$ cat src/rtl/ext_irq_pkg.sv
// Shared types and helpers for the external interrupt controller.
package ext_irq_pkg;

  typedef enum logic [1:0] {
    IDLE = 2'd0,
    REQ  = 2'd1,
    SVC  = 2'd2
  } state_e;

  // Channel index width; stays at least 1 bit even for degenerate channel counts.
  function automatic int unsigned idx_w(input int unsigned nch);
    return (nch > 1) ? $clog2(nch) : 1;
  endfunction

  function automatic logic [31:0] cause_ext(input logic [31:0] id);
    return id;
  endfunction

endpackage

$ cat src/rtl/irq_sync_edge.sv
// Multi-flop synchroniser for one asynchronous request line, plus a rising-edge pulse.
module irq_sync_edge #(
  parameter int unsigned SYNC_STAGES = 2
) (
  input  logic clk,
  input  logic rst_n,
  input  logic d_in,
  output logic level,
  output logic rise
);

  logic [SYNC_STAGES-1:0] sync_q, sync_d;
  logic                   dly_q, dly_d;

  always_comb begin
    sync_d = {sync_q[SYNC_STAGES-2:0], d_in};
    dly_d  = sync_q[SYNC_STAGES-1];
  end

  always_ff @(posedge clk or negedge rst_n) begin
    if (!rst_n) begin
      sync_q <= '0;
      dly_q  <= 1'b0;
    end else begin
      sync_q <= sync_d;
      dly_q  <= dly_d;
    end
  end

  assign level = sync_q[SYNC_STAGES-1];
  assign rise  = level & ~dly_q;

endmodule

$ cat src/rtl/ext_irq_ctrl.sv
// Multi-channel external interrupt controller: sync, latch, mask, arbitrate and
// hand one request at a time to the core via ExtIRQ/ExtlAck/eoi.
module ext_irq_ctrl
  import ext_irq_pkg::*;
#(
  parameter int unsigned    NCH         = 8,
  parameter int unsigned    N           = 64,
  parameter int unsigned    SYNC_STAGES = 2,
  parameter logic [NCH-1:0] EDGE_MASK   = '1,
  parameter bit             RR_MODE     = 1'b0
) (
  input  logic           CLOCK_50,
  input  logic           reset,
  input  logic [NCH-1:0] irq_in,
  input  logic           mask_we,
  input  logic [NCH-1:0] mask_wdata,
  output logic [NCH-1:0] irq_en,
  output logic           ExtIRQ,
  input  logic           ExtlAck,
  input  logic           eoi,
  output logic [N-1:0]   irq_cause,
  input  logic           ovr_clr,
  output logic [NCH-1:0] overrun
);

  localparam int unsigned IDX_W = idx_w(NCH);

  logic [NCH-1:0] sync_lvl, sync_rise;

  for (genvar gi = 0; gi < NCH; gi++) begin : g_sync
    irq_sync_edge #(.SYNC_STAGES(SYNC_STAGES)) u_sync (
      .clk   (CLOCK_50),
      .rst_n (reset),
      .d_in  (irq_in[gi]),
      .level (sync_lvl[gi]),
      .rise  (sync_rise[gi])
    );
  end

  state_e           state_q, state_d;
  logic [NCH-1:0]   pend_q, pend_d, ovr_q, ovr_d, en_q, en_d;
  logic [IDX_W-1:0] id_q, id_d, ptr_q, ptr_d, win, id_next;
  logic             irq_q, irq_d, win_vld;
  logic [N-1:0]     cause_q, cause_d;
  logic [NCH-1:0]   elig, ack_clr, elig_sh;
  int unsigned      j;

  // Search starts at the RR pointer (or 0 in fixed mode) and wraps.
  always_comb begin
    elig    = pend_q & en_q;
    win     = '0;
    win_vld = 1'b0;
    j       = 0;
    elig_sh = '0;
    for (int unsigned off = 0; off < NCH; off++) begin
      j       = ((RR_MODE ? 32'(ptr_q) : 32'd0) + off) % NCH;
      elig_sh = elig >> j;
      if (!win_vld && elig_sh[0]) begin
        win_vld = 1'b1;
        win     = IDX_W'(j);
      end
    end
  end

  always_comb begin
    id_next = (id_q == IDX_W'(NCH - 1)) ? '0 : id_q + 1'b1;
    ack_clr = (state_q == REQ && ExtlAck) ? ((NCH'(1) << id_q) & EDGE_MASK) : '0;
    // A fresh edge in the ack cycle re-arms the channel and is not an overrun.
    pend_d  = (EDGE_MASK & (sync_rise | (pend_q & ~ack_clr))) | (~EDGE_MASK & sync_lvl);
    ovr_d   = (ovr_q & ~{NCH{ovr_clr}}) | (EDGE_MASK & sync_rise & pend_q & ~ack_clr);
    en_d    = mask_we ? mask_wdata : en_q;
  end

  always_comb begin
    state_d = state_q;
    id_d    = id_q;
    ptr_d   = ptr_q;
    irq_d   = irq_q;
    cause_d = cause_q;
    unique case (state_q)
      IDLE: if (win_vld) begin
        id_d    = win;
        irq_d   = 1'b1;
        cause_d = N'(cause_ext(32'(win)));
        state_d = REQ;
      end
      REQ: if (ExtlAck) begin
        irq_d   = 1'b0;
        state_d = SVC;
        if (RR_MODE) ptr_d = id_next;
      end
      SVC: if (eoi) state_d = IDLE;
      default: state_d = IDLE;
    endcase
  end

  always_ff @(posedge CLOCK_50 or negedge reset) begin
    if (!reset) begin
      state_q <= IDLE;
      pend_q  <= '0;
      ovr_q   <= '0;
      en_q    <= '1;
      id_q    <= '0;
      ptr_q   <= '0;
      irq_q   <= 1'b0;
      cause_q <= '0;
    end else begin
      state_q <= state_d;
      pend_q  <= pend_d;
      ovr_q   <= ovr_d;
      en_q    <= en_d;
      id_q    <= id_d;
      ptr_q   <= ptr_d;
      irq_q   <= irq_d;
      cause_q <= cause_d;
    end
  end

  assign irq_en    = en_q;
  assign ExtIRQ    = irq_q;
  assign irq_cause = cause_q;
  assign overrun   = ovr_q;

endmodule

$ cat config.mk
export PLATFORM = sky130hd
export DESIGN_NAME = ext_irq_ctrl
export DESIGN_NICKNAME = d
export VERILOG_FILES = /design/src/rtl/ext_irq_pkg.sv /design/src/rtl/irq_sync_edge.sv /design/src/rtl/ext_irq_ctrl.sv
export SDC_FILE = /design/constraint.sdc
export NUM_CORES = 1
export LEC_CHECK = 0
export CORE_ASPECT_RATIO = 1.75
export CORE_MARGIN = 2
export CORE_UTILIZATION = 38
export DETAILED_ROUTE_END_ITERATION = 6
export PLACE_DENSITY_LB_ADDON = 0.1
export SYNTH_ARGS = -nofsm -noshare
export SYNTH_HDL_FRONTEND = slang
export SYNTH_SLANG_ARGS = --single-unit
$ cat constraint.sdc
create_clock -name CLOCK_50 -period 1.5 [get_ports CLOCK_50]
set_clock_uncertainty 0.2 [all_clocks]
set_input_delay 0.15 -clock CLOCK_50 [delete_from_list [all_inputs] [get_ports CLOCK_50]]
set_output_delay 0.15 -clock CLOCK_50 [all_outputs]
set_load 0.05 [all_outputs]
==> results of run 1 <==
-- final cells by class --
class,instances,area (um^2),area share
Tap cell,80,100.1,0.03155
Inverter,10,37.54,0.01183
Timing Repair Buffer,66,839.6,0.2646
Sequential cell,54,1364,0.4298
Clock inverter,2,12.51,0.003943
Clock buffer,6,82.58,0.02603
Multi-Input combinational cell,133,737.0,0.2323
-- final timing paths --
check | cells past startpoint | end | start
worst max-delay path | 4 | overrun[0] | state_q[1]
worst min-delay path | 1 | g_sync[2].u_sync.sync_q[0] | irq_in[2]
worst max register to register | 4 | overrun[0] | state_q[1]
worst min register to register | 0 | g_sync[1].u_sync.sync_q[1] | g_sync[1].u_sync.sync_q[0]
min in group asynchronous | 2 | id_q[2] | reset
max in group asynchronous | 3 | irq_en[6] | reset
-- metal layers --
metal | track usage | up-vias | routed length, um | part of all wire
met1 | 0.1392 | 714 | 1501 | 0.35
met4 | 0.09161 | 0 | 178 | 0.041
met3 | 0.03850 | 12 | 324 | 0.075
met5 | 0 | - | 0 | 0
met2 | 0.2323 | 75 | 2298 | 0.53
li1 | - | 675 | - | -
-- through the flow --
stage / power [mW] / hold slack (ns) / util / setup slack (ns) / area (um^2)
after global routing: 5.272 / 0.04191 / 0.5214 / -0.07737 / 3173
after CTS: 5.029 / 0.04759 / 0.5132 / 0.001596 / 3123
after detailed placement: 4.135 / -0.1179 / 0.4926 / -0.1890 / 2998
after global placement: 4.116 / -0.1261 / 0.4926 / -0.1730 / 2998
final: 5.015 / 0.06620 / 0.5214 / -0.008802 / 3173
after floorplan: 3.259 / -0.3456 / - / -0.02258 / 2590
-- power breakdown --
part	switching (mW)	total (mW)	internal [mW]
Combinational	1.24	2.18	0.945
Clock	0.468	0.839	0.372
Sequential	0.276	1.99	1.72
Total	1.98	5.01	3.03
-- placed cells by master (no fill, tap or decap), types with 2 or more instances in the layout --
cell,n
o22ai_1,8
conb_1,61
nand2_1,14
o21ai_1,4
mux2_2,8
inv_1,10
dfstp_2,8
buf_12,22
dfrtp_2,2
buf_6,5
o21ai_2,2
dfrtp_1,44
clkbuf_8,6
a21oi_1,4
nand2b_1,10
a22oi_2,4
buf_4,17
clkdlybuf4s50_1,20
o21ai_0,2
-- state kept, by name (all words and copies together), names as in the netlist --
register	cells
ExtIRQ	1
irq_en	8
overrun	8
g_sync.u_sync.sync_q	16
pend_q	8
g_sync.u_sync.dly_q	8
state_q	2
id_q	3
-- kinds of logic (layout without fill, tap and decap cells) --
logic type | Yosys count | in the layout | share of synthesized area
AOI/OAI and AO/OA | 30 | 30 | 0.09126
and+or+nand+nor | 33 | 33 | 0.07428
DFF | 54 | 54 | 0.5772
muxes | 9 | 9 | 0.04244
buffers and inverters | 73 | 84 | 0.2133
other | 1 | 61 | 0.001590
-- timing repair --
| item | CTS | global route |
|---|---|---|
| endpoints found under the setup margin | 3 | 14 |
| hold buffers | 1 | 0 |
| setup buffers | 2 | 3 |
| endpoints found under the hold margin | 52 | 0 |
| pin swaps | 4 | 8 |
| resized for setup | 2 | 7 |
==> results by group, run 1 <==
Outcome
  • Status: finished, violations left
  • Failing checks: negative setup slack

Drt
  • ANT nets after route: 0
  • Vias/cell: 4.205
  • Via Count: 1476
  • DRT Pass-1 Iters: 3
  • Drc violations: 0
  • Drt total wl: 4.302 mm
  • Initial drt markers: 34
  • Wire per inst: 12.26 um

Clocking
  • TritonCTS Buffers: 5
  • Register clock-pin slew on the reported worst setup and hold paths: 0.09 ns
  • H-tree levels: 2
  • CTS Root Cell: clkbuf_8
  • CTS tree: built
  • Worst skew pair latency: 0.31 ns
  • CTS max path bufs: 2
  • TritonCTS Sinks: 54

STA
  • Fin crit share: 1.006
  • Setup ws final: -0.008802 ns
  • Fmax: 662.8 MHz
  • Setup TNS: -0.008802 ns
  • Fin crit period: 1.509 ns
  • Setup-failing EPs final: 1
  • Fin. max-slew vios: 0
  • Unrepaired setup endpoints after global routing: yes
  • Final hold vios: 0

Power and ir drop
  • Lkg Pwr: 1.446 nW
  • Power Dens Cells: 1580 nW/um^2
  • Max VDD drop: 0.7616 mV

Yosys
  • Distinct cells, synth: 32
  • Post-synth EDFFs: 0
  • Mapped Area: 2359 um^2
  • Largest area contributor in the netlist: dfrtp_1
  • Synth top cells by count: 61 x buf_4, 46 x dfrtp_1, 14 x nand2_1, 10 x inv_1, 10 x nand2b_1
  • Synthesized instance count: 200
  • Seq/Total Area, Yosys: 0.5772
  • #FFs+latches synth: 54
  • Post-synth top flop: dfrtp_1
  • Mean Syn Cell Area: 11.79 um^2
  • Synth top area share: 0.4881
  • Count leader, synth: buf_4
  • Synth Warn #: 0
  • Synth area leaders: dfrtp_1 49%, buf_4 19%, dfstp_2 8.9%
  • Async set-reset flop share out of synthesis: 1.000

Floorplan
  • Io pins: 103
  • Die area: 6878 um^2
  • CORE AREA: 6086 um^2
  • Initial core utilization: 0.3875
  • Die width: 63.56 um
  • Std cell rows: 38
  • Die H: 108.2 um

Final layout
  • Layout cells sized above 1: 0.2989
  • Post-route insts no fill: 351
  • Antenna diodes: 0
  • NumNets Final: 292
  • P&R area growth vs syn: 34.54%
  • Layout fillers: 586

Placed design
  • Port Buf Inserts: 41
  • Detailed-placement wirelength estimate: 3.372 mm
  • GP Congestion: 0.8136
  • Placed cells: 337

Global routing
  • Initial antenna violation count: 0
  • Vias in the first global route: 1370
  • GRT Total Usage: 0.1345
  • Gr ovfl total: 0
  • First-pass GRT wire length: 6.844 mm
  • Largest net degree at the start of global routing: 31

Setup path
  • Critical-path cell list: nand3b_1 -> or2_4 -> o31ai_4 -> o22ai_1
  • Slowest Stage Delay on Critical Path: 0.39 ns
  • Worst EP arrival: 1.50 ns
  • CP endpoint kind: flip-flop
  • Critical path required time: 1.49 ns
  • Critical path's top delay family: simple AND/OR/NAND/NOR gates
  • Buf/Inv on CP: 0
  • Crit start category: flip-flop
  • R2R setup slack: -0.009 ns
  • CP Max Fanout: 4
  • WS Path Type: flip-flop to flip-flop
  • CP max-delay cell: dfrtp_1

Job
  • Max-Cap Viols: 0

Hold path
  • Hold/Removal Path Class: input pin to flip-flop
(Power assumes the default switching activity.)
==> run 2: changes to the inputs <==
--- a/config.mk
+++ b/config.mk
@@ -10,6 +10,8 @@
 export CORE_UTILIZATION = 38
 export DETAILED_ROUTE_END_ITERATION = 6
 export PLACE_DENSITY_LB_ADDON = 0.1
+export SKIP_CTS_REPAIR_TIMING = 1
 export SYNTH_ARGS = -nofsm -noshare
 export SYNTH_HDL_FRONTEND = slang
+export SYNTH_HIERARCHICAL = 1
 export SYNTH_SLANG_ARGS = --single-unit
==> run 2 against run 1 <==
Compared with the run above: the flow still finishes with violations (negative setup slack); die area is 3.6% higher; maximum frequency is 1.7% lower; synthesized cell count grew 5.0%; area after synthesis grew 3.8%; global-route usage is 1.1 points lower; core utilization is essentially flat; power rose by 4.7%; hold slack better by 0.0017 ns; clock power rose by 17%; first-iteration DRC count rose by 74%; via count is 1.4% higher; non-clock buffer count is 7 lower.
==> results by group, run 2 <==
Yosys
  • Synth top area share: 0.4703 (-0.01772)
  • Mapped Area: 2447 um^2 (+3.8%)
  • Synthesized instance count: 210 (+5.0%)
  • Count leader, synth: buf_4
  • Seq/Total Area, Yosys: 0.5562 (-0.02095)
  • Post-synth EDFFs: 0 (unchanged)
  • Distinct cells, synth: 31 (-3.1%)
  • Synth top cells by count: 61 x buf_4, 46 x dfrtp_1, 17 x inv_1, 15 x nand2_1
  • Mean Syn Cell Area: 11.65 um^2 (-1.2%)
  • #FFs+latches synth: 54 (unchanged)
  • Largest area contributor in the netlist: dfrtp_1
  • Post-synth top flop: dfrtp_1
  • Synth area leaders: dfrtp_1 47%, buf_4 19%, dfstp_2 8.6%
  • Async set-reset flop share out of synthesis: 1.000 (unchanged)
  • Synth Warn #: 6 (+6)

Floorplan
  • Io pins: 103 (unchanged)
  • Std cell rows: 38 (unchanged)
  • Die area: 7124 um^2 (+3.6%)
  • Initial core utilization: 0.3929 (+0.005388)
  • Die width: 64.67 um (+1.7%)
  • Die H: 110.2 um (+1.8%)
  • CORE AREA: 6228 um^2 (+2.3%)

Setup path
  • Crit start category: flip-flop
  • WS Path Type: flip-flop to flip-flop
  • Critical path required time: 1.55 ns (+0.06 ns)
  • R2R setup slack: -0.04 ns (-0.03 ns)
  • CP endpoint kind: flip-flop
  • Buf/Inv on CP: 0 (unchanged)
  • Critical-path cell list: a22oi_2 -> nand3_1 -> a31oi_1 -> o32a_1
  • Slowest Stage Delay on Critical Path: 0.42 ns (+0.03 ns)
  • CP max-delay cell: dfrtp_1
  • Critical path's top delay family: compound AO/OA/AOI/OAI gates
  • Worst EP arrival: 1.59 ns (+0.09 ns)
  • CP Max Fanout: 5 (+1)

Drt
  • Drc violations: 0 (unchanged)
  • Wire per inst: 11.78 um (-3.9%)
  • Via Count: 1496 (+1.4%)
  • Vias/cell: 4.226 (+0.50%)
  • ANT nets after route: 0 (unchanged)
  • Met3 Routed Length: 278 um (-14%)
  • Drt total wl: 4.171 mm (-3.0%)
  • Met1 WL: 1.554 mm (+3.5%)
  • Top Layer Used: met4
  • Wire length on met2: 2.208 mm (-3.9%)
  • Initial drt markers: 59 (+74%)
  • DRT Pass-1 Iters: 5 (+2)

Placed design
  • Post-DP Area: 3052 um^2 (+1.8%)
  • Port Buf Inserts: 41 (unchanged)
  • Detailed-placement wirelength estimate: 3.181 mm (-5.6%)
  • GP Congestion: 0.9102 (+12%)

Global routing
  • Initial antenna violation count: 0 (unchanged)
  • Gr ovfl total: 0 (unchanged)
  • Vias in the first global route: 1360 (-0.73%)
  • First-pass GRT wire length: 6.575 mm (-3.9%)
  • GRT Total Usage: 0.1233 (-0.01116)
  • Largest net degree at the start of global routing: 55 (+77%)

STA
  • Fin crit share: 1.024 (+0.01780)
  • Final hold vios: 0 (unchanged)
  • Setup ws final: -0.03550 ns (-0.02670 ns)
  • Fmax: 651.3 MHz (-1.7%)
  • Unrepaired setup endpoints after global routing: yes
  • Fin. max-slew vios: 0 (unchanged)
  • Setup-failing EPs final: 2 (+1)
  • Fin crit period: 1.536 ns (+0.02670 ns)

Clocking
  • Register clock-pin slew on the reported worst setup and hold paths: 0.10 ns (about the same)
  • CTS Root Cell: clkbuf_8
  • Worst skew pair latency: 0.31 ns (about the same)
  • CTS max path bufs: 2 (unchanged)
  • TritonCTS Buffers: 5 (unchanged)
  • TritonCTS Sinks: 54 (unchanged)
  • H-tree levels: 2 (unchanged)
  • CTS tree: built

Hold path
  • Hold/Removal Path Class: input pin to flip-flop

Job
  • Max-Cap Viols: 0 (unchanged)

Final layout
  • Post-layout util: 0.5217 (about the same)
  • Most frequent cells in the layout: 61 x conb_1, 44 x dfrtp_1, 22 x buf_12
  • Antenna diodes: 0 (unchanged)
  • Most flops, register: g_sync.u_sync/sync_q
  • Design area: 3249 um^2 (+2.4%)
  • Layout cells sized above 1: 0.2737 (-0.02517)
  • P&R area growth vs syn: 32.77%
  • NumNets Final: 295 (+1.0%)
  • Commonest non-fill, non-tap cell in the layout: conb_1
  • Max FFs per register: 16 (unchanged)

Power and ir drop
  • Max VDD drop: 0.7290 mV (-4.3%)
  • Lkg Pwr: 1.500 nW (+3.7%)
  • Power Dens Cells: 1616 nW/um^2 (+2.2%)

Outcome
  • Status: finished, violations left
  • Failing checks: negative setup slack
==> run 2: cell families (layout without fill, tap and decap cells) <==
| family | after synthesis | count (layout) | share of synthesized area |
|---|---|---|---|
| other | 1 | 61 | 0.001532 |
| multiplexers | 8 | 8 | 0.03681 |
| AND/OR/NAND/NOR | 35 | 35 | 0.09561 |
| flip-flops | 54 | 54 | 0.5562 |
| buffers and inverters | 80 | 84 | 0.2163 |
| AO/OA/AOI/OAI | 32 | 32 | 0.09356 |
==> run 2: worst paths after layout <==
path,startpoint,to,depth (start not counted)
setup / recovery,pend_q[2],id_q[0],4
hold / removal,irq_in[6],g_sync[6].u_sync/sync_q[0],1
setup reg to reg,pend_q[2],id_q[0],4
hold reg to reg,g_sync[0].u_sync/sync_q[0],g_sync[0].u_sync/sync_q[1],0
max in group asynchronous,reset,irq_en[6],3
min in group asynchronous,reset,ExtIRQ,3
==> run 2: area by class of cell <==
cell class / instances / area [um^2]
Timing Repair Buffer: 59 / 783.3
Sequential cell: 54 / 1364
Tap cell: 80 / 100.1
Fill cell: 588 / 2979
Multi-Input combinational cell: 136 / 825.8
Inverter: 17 / 63.81
Clock inverter: 3 / 43.79
Clock buffer: 5 / 68.82
==> run 2: routing by layer <==
layer,vias to the layer above,track usage
li1,687,-
met1,723,0.1420
met2,76,0.2106
met3,10,0.01929
met4,0,0.08207
met5,-,0
==> run 2: power breakdown <==
group	internal (mW)	switching (mW)	total [mW]
clock	0.500	0.478	0.978
combinational	0.959	1.28	2.24
sequential	1.73	0.301	2.03
total	3.19	2.06	5.25
==> run 2: per-stage QoR <==
step / hold slack, ns / TNS (ns) / instances / setup slack [ns] / power (mW)
detailed placement: -0.02756 / -1.892 / 343 / -0.2045 / 4.189
CTS: -0.3697 / -0.03451 / 351 / -0.01846 / 5.179
global route: 0.05804 / -0.4363 / 354 / -0.07435 / 5.534
finish: 0.06789 / -0.03579 / 354 / -0.03550 / 5.250
floorplan: -0.3456 / -0.2262 / 270 / -0.1288 / 3.326
global placement: -0.03203 / -1.716 / 343 / -0.1655 / 4.177
